[src/rtl/dual_helix_pkg.sv]
// Shared AXI-Lite request/response structs and response codes used across the dual_helix fabric.
package dual_helix_pkg;

   localparam logic [1:0] AXI_OKAY   = 2'b00;
   localparam logic [1:0] AXI_SLVERR = 2'b10;

   typedef struct packed {
      logic [31:0] addr;
      logic [2:0]  prot;
   } dhs_axil_ax_t;

   typedef struct packed {
      logic [31:0] data;
      logic [3:0]  strb;
   } dhs_axil_w_t;

   typedef struct packed {
      logic [1:0] resp;
   } dhs_axil_b_t;

   typedef struct packed {
      logic [31:0] data;
      logic [1:0]  resp;
   } dhs_axil_r_t;

   typedef struct packed {
      dhs_axil_ax_t aw;
      logic         aw_valid;
      dhs_axil_w_t  w;
      logic         w_valid;
      logic         b_ready;
      dhs_axil_ax_t ar;
      logic         ar_valid;
      logic         r_ready;
   } dhs_axil_req_t;

   typedef struct packed {
      logic         aw_ready;
      logic         w_ready;
      dhs_axil_b_t  b;
      logic         b_valid;
      logic         ar_ready;
      dhs_axil_r_t  r;
      logic         r_valid;
   } dhs_axil_resp_t;

endpackage

[src/rtl/simple_if_to_axil.sv]
// Simple memory interface -> AXI-Lite initiator; independent write/read FSMs, one outstanding each, all outputs registered.
// AXI valid 1 cycle after request, completion pulse 1 cycle after B/R beat; mem_*ready_o low while busy (requester holds).
module simple_if_to_axil
   import dual_helix_pkg::*;
#(
   parameter type         req_t      = dhs_axil_req_t,
   parameter type         resp_t     = dhs_axil_resp_t,
   parameter int unsigned ADDR_WIDTH = 32,
   parameter int unsigned DATA_WIDTH = 32
) (
   input  logic                    clk_i,
   input  logic                    arst_ni,
   input  logic                    mem_we_i,
   input  logic [ADDR_WIDTH-1:0]   mem_waddr_i,
   input  logic [DATA_WIDTH-1:0]   mem_wdata_i,
   input  logic [DATA_WIDTH/8-1:0] mem_wstrb_i,
   output logic                    mem_wready_o,
   output logic                    mem_wvalid_o,
   output logic [1:0]              mem_wresp_o,
   input  logic                    mem_re_i,
   input  logic [ADDR_WIDTH-1:0]   mem_raddr_i,
   output logic                    mem_rready_o,
   output logic                    mem_rvalid_o,
   output logic [DATA_WIDTH-1:0]   mem_rdata_o,
   output logic [1:0]              mem_rresp_o,
   output req_t                    axil_req_o,
   input  resp_t                   axil_resp_i
);

   localparam int unsigned STRB_WIDTH = DATA_WIDTH / 8;

   typedef enum logic [1:0] {W_IDLE, W_ADDR, W_RESP} w_state_e;
   typedef enum logic [1:0] {R_IDLE, R_ADDR, R_DATA} r_state_e;

   w_state_e                w_state_q, w_state_d;
   logic [ADDR_WIDTH-1:0]   awaddr_q, awaddr_d;
   logic [DATA_WIDTH-1:0]   wdata_q, wdata_d;
   logic [STRB_WIDTH-1:0]   wstrb_q, wstrb_d;
   logic                    aw_valid_q, aw_valid_d;
   logic                    w_valid_q, w_valid_d;
   logic                    aw_done_q, aw_done_d;
   logic                    w_done_q, w_done_d;
   logic                    b_ready_q, b_ready_d;
   logic                    wready_q, wready_d;
   logic                    wvalid_q, wvalid_d;
   logic [1:0]              wresp_q, wresp_d;

   r_state_e                r_state_q, r_state_d;
   logic [ADDR_WIDTH-1:0]   araddr_q, araddr_d;
   logic                    ar_valid_q, ar_valid_d;
   logic                    r_ready_q, r_ready_d;
   logic                    rready_q, rready_d;
   logic                    rvalid_q, rvalid_d;
   logic [DATA_WIDTH-1:0]   rdata_q, rdata_d;
   logic [1:0]              rresp_q, rresp_d;

   always_comb begin
      w_state_d  = w_state_q;
      awaddr_d   = awaddr_q;
      wdata_d    = wdata_q;
      wstrb_d    = wstrb_q;
      aw_valid_d = aw_valid_q;
      w_valid_d  = w_valid_q;
      aw_done_d  = aw_done_q;
      w_done_d   = w_done_q;
      b_ready_d  = b_ready_q;
      wready_d   = wready_q;
      wvalid_d   = 1'b0;
      wresp_d    = wresp_q;
      case (w_state_q)
         W_IDLE: begin
            if (mem_we_i) begin
               awaddr_d   = mem_waddr_i;
               wdata_d    = mem_wdata_i;
               wstrb_d    = mem_wstrb_i;
               aw_valid_d = 1'b1;
               w_valid_d  = 1'b1;
               aw_done_d  = 1'b0;
               w_done_d   = 1'b0;
               wready_d   = 1'b0;
               w_state_d  = W_ADDR;
            end
         end
         W_ADDR: begin
            // AW and W retire independently, in either order
            if (aw_valid_q && axil_resp_i.aw_ready) begin
               aw_valid_d = 1'b0;
               aw_done_d  = 1'b1;
            end
            if (w_valid_q && axil_resp_i.w_ready) begin
               w_valid_d = 1'b0;
               w_done_d  = 1'b1;
            end
            if (aw_done_d && w_done_d) begin
               b_ready_d = 1'b1;
               w_state_d = W_RESP;
            end
         end
         W_RESP: begin
            if (axil_resp_i.b_valid) begin
               wresp_d   = axil_resp_i.b.resp;
               wvalid_d  = 1'b1;
               b_ready_d = 1'b0;
               wready_d  = 1'b1;
               w_state_d = W_IDLE;
            end
         end
         default: w_state_d = W_IDLE;
      endcase
   end

   always_comb begin
      r_state_d  = r_state_q;
      araddr_d   = araddr_q;
      ar_valid_d = ar_valid_q;
      r_ready_d  = r_ready_q;
      rready_d   = rready_q;
      rvalid_d   = 1'b0;
      rdata_d    = rdata_q;
      rresp_d    = rresp_q;
      case (r_state_q)
         R_IDLE: begin
            if (mem_re_i) begin
               araddr_d   = mem_raddr_i;
               ar_valid_d = 1'b1;
               rready_d   = 1'b0;
               r_state_d  = R_ADDR;
            end
         end
         R_ADDR: begin
            if (axil_resp_i.ar_ready) begin
               ar_valid_d = 1'b0;
               r_ready_d  = 1'b1;
               r_state_d  = R_DATA;
            end
         end
         R_DATA: begin
            if (axil_resp_i.r_valid) begin
               rdata_d   = axil_resp_i.r.data;
               rresp_d   = axil_resp_i.r.resp;
               rvalid_d  = 1'b1;
               r_ready_d = 1'b0;
               rready_d  = 1'b1;
               r_state_d = R_IDLE;
            end
         end
         default: r_state_d = R_IDLE;
      endcase
   end

   always_ff @(posedge clk_i or negedge arst_ni) begin
      if (!arst_ni) begin
         w_state_q  <= W_IDLE;
         awaddr_q   <= '0;
         wdata_q    <= '0;
         wstrb_q    <= '0;
         aw_valid_q <= 1'b0;
         w_valid_q  <= 1'b0;
         aw_done_q  <= 1'b0;
         w_done_q   <= 1'b0;
         b_ready_q  <= 1'b0;
         wready_q   <= 1'b1;
         wvalid_q   <= 1'b0;
         wresp_q    <= '0;
         r_state_q  <= R_IDLE;
         araddr_q   <= '0;
         ar_valid_q <= 1'b0;
         r_ready_q  <= 1'b0;
         rready_q   <= 1'b1;
         rvalid_q   <= 1'b0;
         rdata_q    <= '0;
         rresp_q    <= '0;
      end else begin
         w_state_q  <= w_state_d;
         awaddr_q   <= awaddr_d;
         wdata_q    <= wdata_d;
         wstrb_q    <= wstrb_d;
         aw_valid_q <= aw_valid_d;
         w_valid_q  <= w_valid_d;
         aw_done_q  <= aw_done_d;
         w_done_q   <= w_done_d;
         b_ready_q  <= b_ready_d;
         wready_q   <= wready_d;
         wvalid_q   <= wvalid_d;
         wresp_q    <= wresp_d;
         r_state_q  <= r_state_d;
         araddr_q   <= araddr_d;
         ar_valid_q <= ar_valid_d;
         r_ready_q  <= r_ready_d;
         rready_q   <= rready_d;
         rvalid_q   <= rvalid_d;
         rdata_q    <= rdata_d;
         rresp_q    <= rresp_d;
      end
   end

   always_comb begin
      axil_req_o          = '0;
      axil_req_o.aw.addr  = awaddr_q;
      axil_req_o.aw.prot  = 3'b000;
      axil_req_o.aw_valid = aw_valid_q;
      axil_req_o.w.data   = wdata_q;
      axil_req_o.w.strb   = wstrb_q;
      axil_req_o.w_valid  = w_valid_q;
      axil_req_o.b_ready  = b_ready_q;
      axil_req_o.ar.addr  = araddr_q;
      axil_req_o.ar.prot  = 3'b000;
      axil_req_o.ar_valid = ar_valid_q;
      axil_req_o.r_ready  = r_ready_q;
   end

   assign mem_wready_o = wready_q;
   assign mem_wvalid_o = wvalid_q;
   assign mem_wresp_o  = wresp_q;
   assign mem_rready_o = rready_q;
   assign mem_rvalid_o = rvalid_q;
   assign mem_rdata_o  = rdata_q;
   assign mem_rresp_o  = rresp_q;

endmodule

[config.mk]
export PLATFORM = sky130hd
export DESIGN_NAME = simple_if_to_axil
export DESIGN_NICKNAME = d
export VERILOG_FILES = /design/src/rtl/dual_helix_pkg.sv /design/src/rtl/simple_if_to_axil.sv
export SDC_FILE = /design/constraint.sdc
export NUM_CORES = 1
export LEC_CHECK = 0
export ABC_AREA = 0
export BUFFER_PORTS_ARGS = -buffer_cell sky130_fd_sc_hd__buf_2
export CAP_MARGIN = 20
export CORE_UTILIZATION = 41
export DETAILED_ROUTE_END_ITERATION = 12
export GPL_TIMING_DRIVEN = 1
export PLACE_DENSITY = 0.76
export SLEW_MARGIN = 10
export SYNTH_ARGS = -nofsm -noshare
export SYNTH_HDL_FRONTEND = slang
export SYNTH_SLANG_ARGS = --single-unit
[constraint.sdc]
create_clock -name clk_i -period 1.8 [get_ports clk_i]
set_clock_uncertainty 0.2 [all_clocks]
set_input_delay 0 -clock clk_i [delete_from_list [all_inputs] [get_ports clk_i]]
set_output_delay 0 -clock clk_i [all_outputs]
set_load 0.005 [all_outputs]
== Yosys cells after proc, flatten, opt, wreduce, memory -nomap -nowiden ==
Index checks and enable logic that the tools add are counted.
Cells by class
  eq/ne operators: 12
  multiplexer cells: 38
  reduce and logical (&&, ||, !) cells: 25
Operators by type and width (count)
  $reduce_and A3 Y1: 9
  $mux W1: 21
  $pmux W1 S2: 9
  $ne A2 B2 Y1 const B: 8
  $mux W2: 6
  $pmux W2 S3: 2
  $reduce_bool A2 Y1: 6
  $reduce_and A2 Y1: 5
  $eq A2 B1 Y1 const B: 2
  $eq A2 B2 Y1 const B: 2
  $logic_not A2 Y1: 2
  $logic_and A1 B1 Y1: 3
Storage, ports and cells
  register bits: 151
  input port bits: 145
  output and inout port bits: 151
  word-level logic and storage cells: 95

== Logic depth before layout (Yosys ltp) ==
  depth after elaboration: 6
  mapped depth: 5
  depth with buffers taken out: 3

== Worst setup path before layout ==
No wires, ideal clock.
  path kind: register -> register
  start point: reg w_state_q[1]
  end point: reg awaddr_q[11]
  setup time: 125 ps
  arrival time: 1375 ps
  data required time: 1475 ps
  path slack: 100 ps
  cell stages (with the launch flop): 6
  buffers on the path: 2
  period minus slack after synthesis: 1700 ps
  path through: dfrtp_1 > nand2b_2 > nor2_4 > buf_4 > buf_6 > mux2_2
Between the ends
  longest elaborated chain between the ends: 2
RTL lines
  from (decl): RTL line simple_if_to_axil.sv:35  | w_state_e w_state_q, w_state_d;
  from (signal assigned): RTL line simple_if_to_axil.sv:174  | w_state_q <= w_state_d;
  $logic_not A2 Y1: RTL line simple_if_to_axil.sv:70  | case (w_state_q)
  $reduce_and A2 Y1 (no line)
  to (signal assigned): RTL line simple_if_to_axil.sv:175  | awaddr_q <= awaddr_d;
  to (decl): RTL line simple_if_to_axil.sv:36  | logic [ADDR_WIDTH-1:0] awaddr_q, awaddr_d;
No other way between the ends.
A chain may end at the register's enable or synchronous reset.

== Final worst setup path ==
  start point: reg w_state_q[1]
  end point: reg wdata_q[1]
Between the ends
  longest elaborated chain between the ends: 2
RTL lines
  $logic_not A2 Y1: RTL line simple_if_to_axil.sv:70
  $reduce_and A2 Y1 (no line)
  to (signal assigned): RTL line simple_if_to_axil.sv:176  | wdata_q <= wdata_d;
  to (decl): RTL line simple_if_to_axil.sv:37  | logic [DATA_WIDTH-1:0] wdata_q, wdata_d;
No other way between the ends.

==> summary.txt <==
Yosys
  – Post-synth ARST share: 100%
  – Synth Area in XOR/XNOR: 0%
  – Post-synthesis mux area share: between 20% and 30%
  – Main combinational cell family by area after synthesis: multiplexers
  – Post-synthesis cell count: 367
  – Synth Area in Adders: 0%
  – Synth Area in Simple Gates: between 2 and 2.5%
  – Syn_area_per_cell: about 16 um2
  – #FFs+latches synth: 151
  – Mapped Area: about 0.0058 mm2
  – Synth cell types: 26
  – Sequential-to-total area share from yosys stat: around two thirds
  – Compound-Gate Fraction of Synth Area: 1.74%
  – Warnings from Yosys: 0
  – Top FF cell, synth: dfrtp_1
  – EDFF count, synth: 0

CTS
  – CTS Sinks: 151
  – Clock buffer count from CTS: 17
  – CTS tree: done
  – Worst-Skew Late Latency: between 0.4 and 0.5 ns
  – Clock buffer depth: 2
  – H-tree depth: 4
  – Clock-pin slew on the worst setup and hold paths: 0.06 ns
  – Post-CTS Setup Bufs: 0
  – CTS root buf: clkbuf_16

Place
  – Number of buffers added on ports: about 290
  – Post-DP HPWL: just under 10,000 um
  – Placer Congestion: a little under 0.8
  – Dpl cell area: 0.00746 mm2

Power and ir drop
  – P per Cell Area: roughly 1500 mW/mm2
  – P_leak: 0.00463 uW
  – Peak supply drop: between 0.9 and 1 mV
  – Total power: around 15,000 uW

Worst setup path
  – Max FO, Critical Path: between 40 and 50
  – Arr. time, crit path: about 1.8 ns
  – R2R Setup Slk: about 0.072 ns
  – Crit path from: w_state_q[1]$_DFFE_PN0P_
  – Termination of the worst setup path: wdata_q[1]$_DFFE_PN0P_
  – Max stage delay cell, worst path: dfrtp_1
  – CP Launch Type: register
  – R2R Path End: wdata_q[1]$_DFFE_PN0P_
  – Crit path cell chain: nand2b_2 > nor2_4 > buf_12 > mux2_2
  – Crit Path Class: reg -> reg
  – Worst r2r src: w_state_q[1]$_DFFE_PN0P_
  – Worst Setup End Kind: register
  – Reg2reg path depth: 4
  – Worst endpoint required time: 1.90 ns
  – CP max stage delay: 0.38 ns

Global route
  – Overflow after GRT: 0
  – Vias in the first global route: around 5.3k
  – Largest net degree at the start of global routing: between 50 and 60
  – Gr usage total: about a quarter
  – Initial antenna violation count: 0
  – First-pass GRT wire length: 25,700 um

Route
  – Number of DRC markers in iteration 0: 138
  – Via count: roughly 4.8k
  – Residual DRC: 0
  – DR pass1 iterations: 4
  – WL final: ~17,000 um
  – Via-to-Cell Ratio: between 4 and 5
  – WL/cell: around 17 um
  – Antenna Violating Nets Remaining: 0

Timing
  – Fmax: 0.579 GHz
  – Min cycle time layout: roughly 1.7 ns
  – Final Hold Fails: 0
  – Final hold slack: about 0.15 ns
  – Final Slew Violations: 0
  – Setup TNS: 0 ns
  – Final setup vio count: 0
  – Fin crit share: 96.0%

Floorplanning
  – Number of core rows: between 40 and 50
  – Die X: around 120 um
  – Core ar.: approximately 0.014 mm2
  – Initial Util: between 40% and 50%
  – Die area: approximately 0.015 mm2
  – I/O pins: about 300
  – Die Y: ~120 um

Final layout
  – Seq. cell area: between 0.003 and 0.004 mm2
  – Final-layout fill cell count: 910
  – Most frequent cells in the layout: buf_2 (288), dfrtp_1 (149), dlygate4sd3_1 (149)
  – Commonest non-fill, non-tap cell in the layout: buf_2
  – P&R area growth vs syn: 64.4%
  – Final Instance Area: between 0.009 and 0.01 mm2
  – Multi-input logic area: roughly 0.0019 mm2
  – Diodes inserted: 0
  – Nets@finish: 961
  – Share of cells above drive strength 1: 58.0%
  – Final core utilization: 69.1%

Outcome
  – Status: complete, no violations

Flow run
  – Max cap viols: 0

Hold path
  – Worst Hold Class: in -> reg
## how the worst min path moves through the flow
| stage | cells past startpoint | end | slack (ns) | startpoint |
|---|---|---|---|---|
| final | 3 | mem_rdata_o[6]$_DFFE_PN0P_ | 0.15 | axil_resp_i[9] |
| after floorplan | 0 | ar_valid_q$_DFFE_PN0P_ | -0.50 | arst_ni |
| after CTS | 3 | awaddr_q[21]$_DFFE_PN0P_ | 0.12 | mem_waddr_i[21] |
| after global routing | 3 | wdata_q[0]$_DFFE_PN0P_ | 0.14 | mem_wdata_i[0] |
| after global placement | 1 | awaddr_q[13]$_DFFE_PN0P_ | -0.22 | arst_ni |
| after detailed placement | 1 | awaddr_q[11]$_DFFE_PN0P_ | -0.21 | arst_ni |
## what timing repair did
item | CTS | global route
hold buffers | 150 | 0
endpoints found under the hold margin | 300 | 0
gates resized for setup | 0 | 11
endpoints found under the setup margin | 0 | 8
## area by class of cell
class	instances	share of cell area, %
clock buffers	20	4.68
clock inverters	9	1.09
inverters	9	0.354
multi-input cells	185	19.4
flip-flops and latches	151	39.6
well taps	180	2.36
repair buffers	452	32.5
## metrics by stage
step | setup WS [ns] | instances
CTS | 0.0515 | 1007
finish | 0.0722 | 1006
global route | -0.000115 | 1006
global placement | 0.121 | 828
detailed placement | 0.0723 | 828
floorplan | 0.0998 | 372
## cells in the mapped netlist, types with 2 or more instances
| master | n | area share [%] |
|---|---|---|
| buf_4 | 15 | 1.9 |
| nand2_1 | 3 | 0.19 |
| o21ai_0 | 9 | 0.78 |
| mux2_2 | 132 | 26 |
| nand2b_1 | 2 | 0.22 |
| buf_2 | 7 | 0.60 |
| buf_6 | 5 | 0.97 |
| mux2_4 | 4 | 1.0 |
| dfrtp_1 | 149 | 64 |
| a21oi_1 | 6 | 0.52 |
| inv_1 | 9 | 0.58 |
| nor2_1 | 8 | 0.52 |
| or2_2 | 2 | 0.22 |
| dfstp_2 | 2 | 0.90 |
| a31oi_1 | 2 | 0.22 |
| nor3_1 | 2 | 0.17 |
## per-layer routing
layer / GRT usage, % / wire, um / vias up
li1: - / - / 2158
met1: 23.5 / 5970 / 2340
met5: 0 / 0 / -
met2: 42.3 / 8930 / 239
met3: 6.58 / 1130 / 55
met4: 14.0 / 616 / 0
## cells by family (layout without fill, tap and decap cells)
| kind of cell | count (synthesis) | in the layout |
|---|---|---|
| DFF | 151 | 151 |
| and+or+nand+nor | 23 | 23 |
| AOI/OAI and AO/OA | 19 | 19 |
| muxes | 137 | 137 |
| other | 1 | 6 |
| buffers and inverters | 36 | 490 |
## state kept, by name (all words and copies together) (netlist names), 2 cells and up
name / cells
r_state_q: 2
wdata_q: 32
araddr_q: 32
mem_rdata_o: 32
mem_rresp_o: 2
mem_wresp_o: 2
awaddr_q: 32
wstrb_q: 4
w_state_q: 2
## power breakdown
part / total, uW / internal, uW / switching (uW) / leakage (uW)
logic: 5240 / 3140 / 2100 / 0.00258
registers: 6020 / 5080 / 938 / 0.00178
clock network: 3350 / 2040 / 1300 / 0.000268
## critical path, delay by kind of cell, from the launching register on
family / cells / cell delay, ns
buf+inv: 1 / 0.26
simple gates: 2 / 0.36
flops: 1 / 0.38
mux: 1 / 0.38
(Power assumes the default switching activity.)
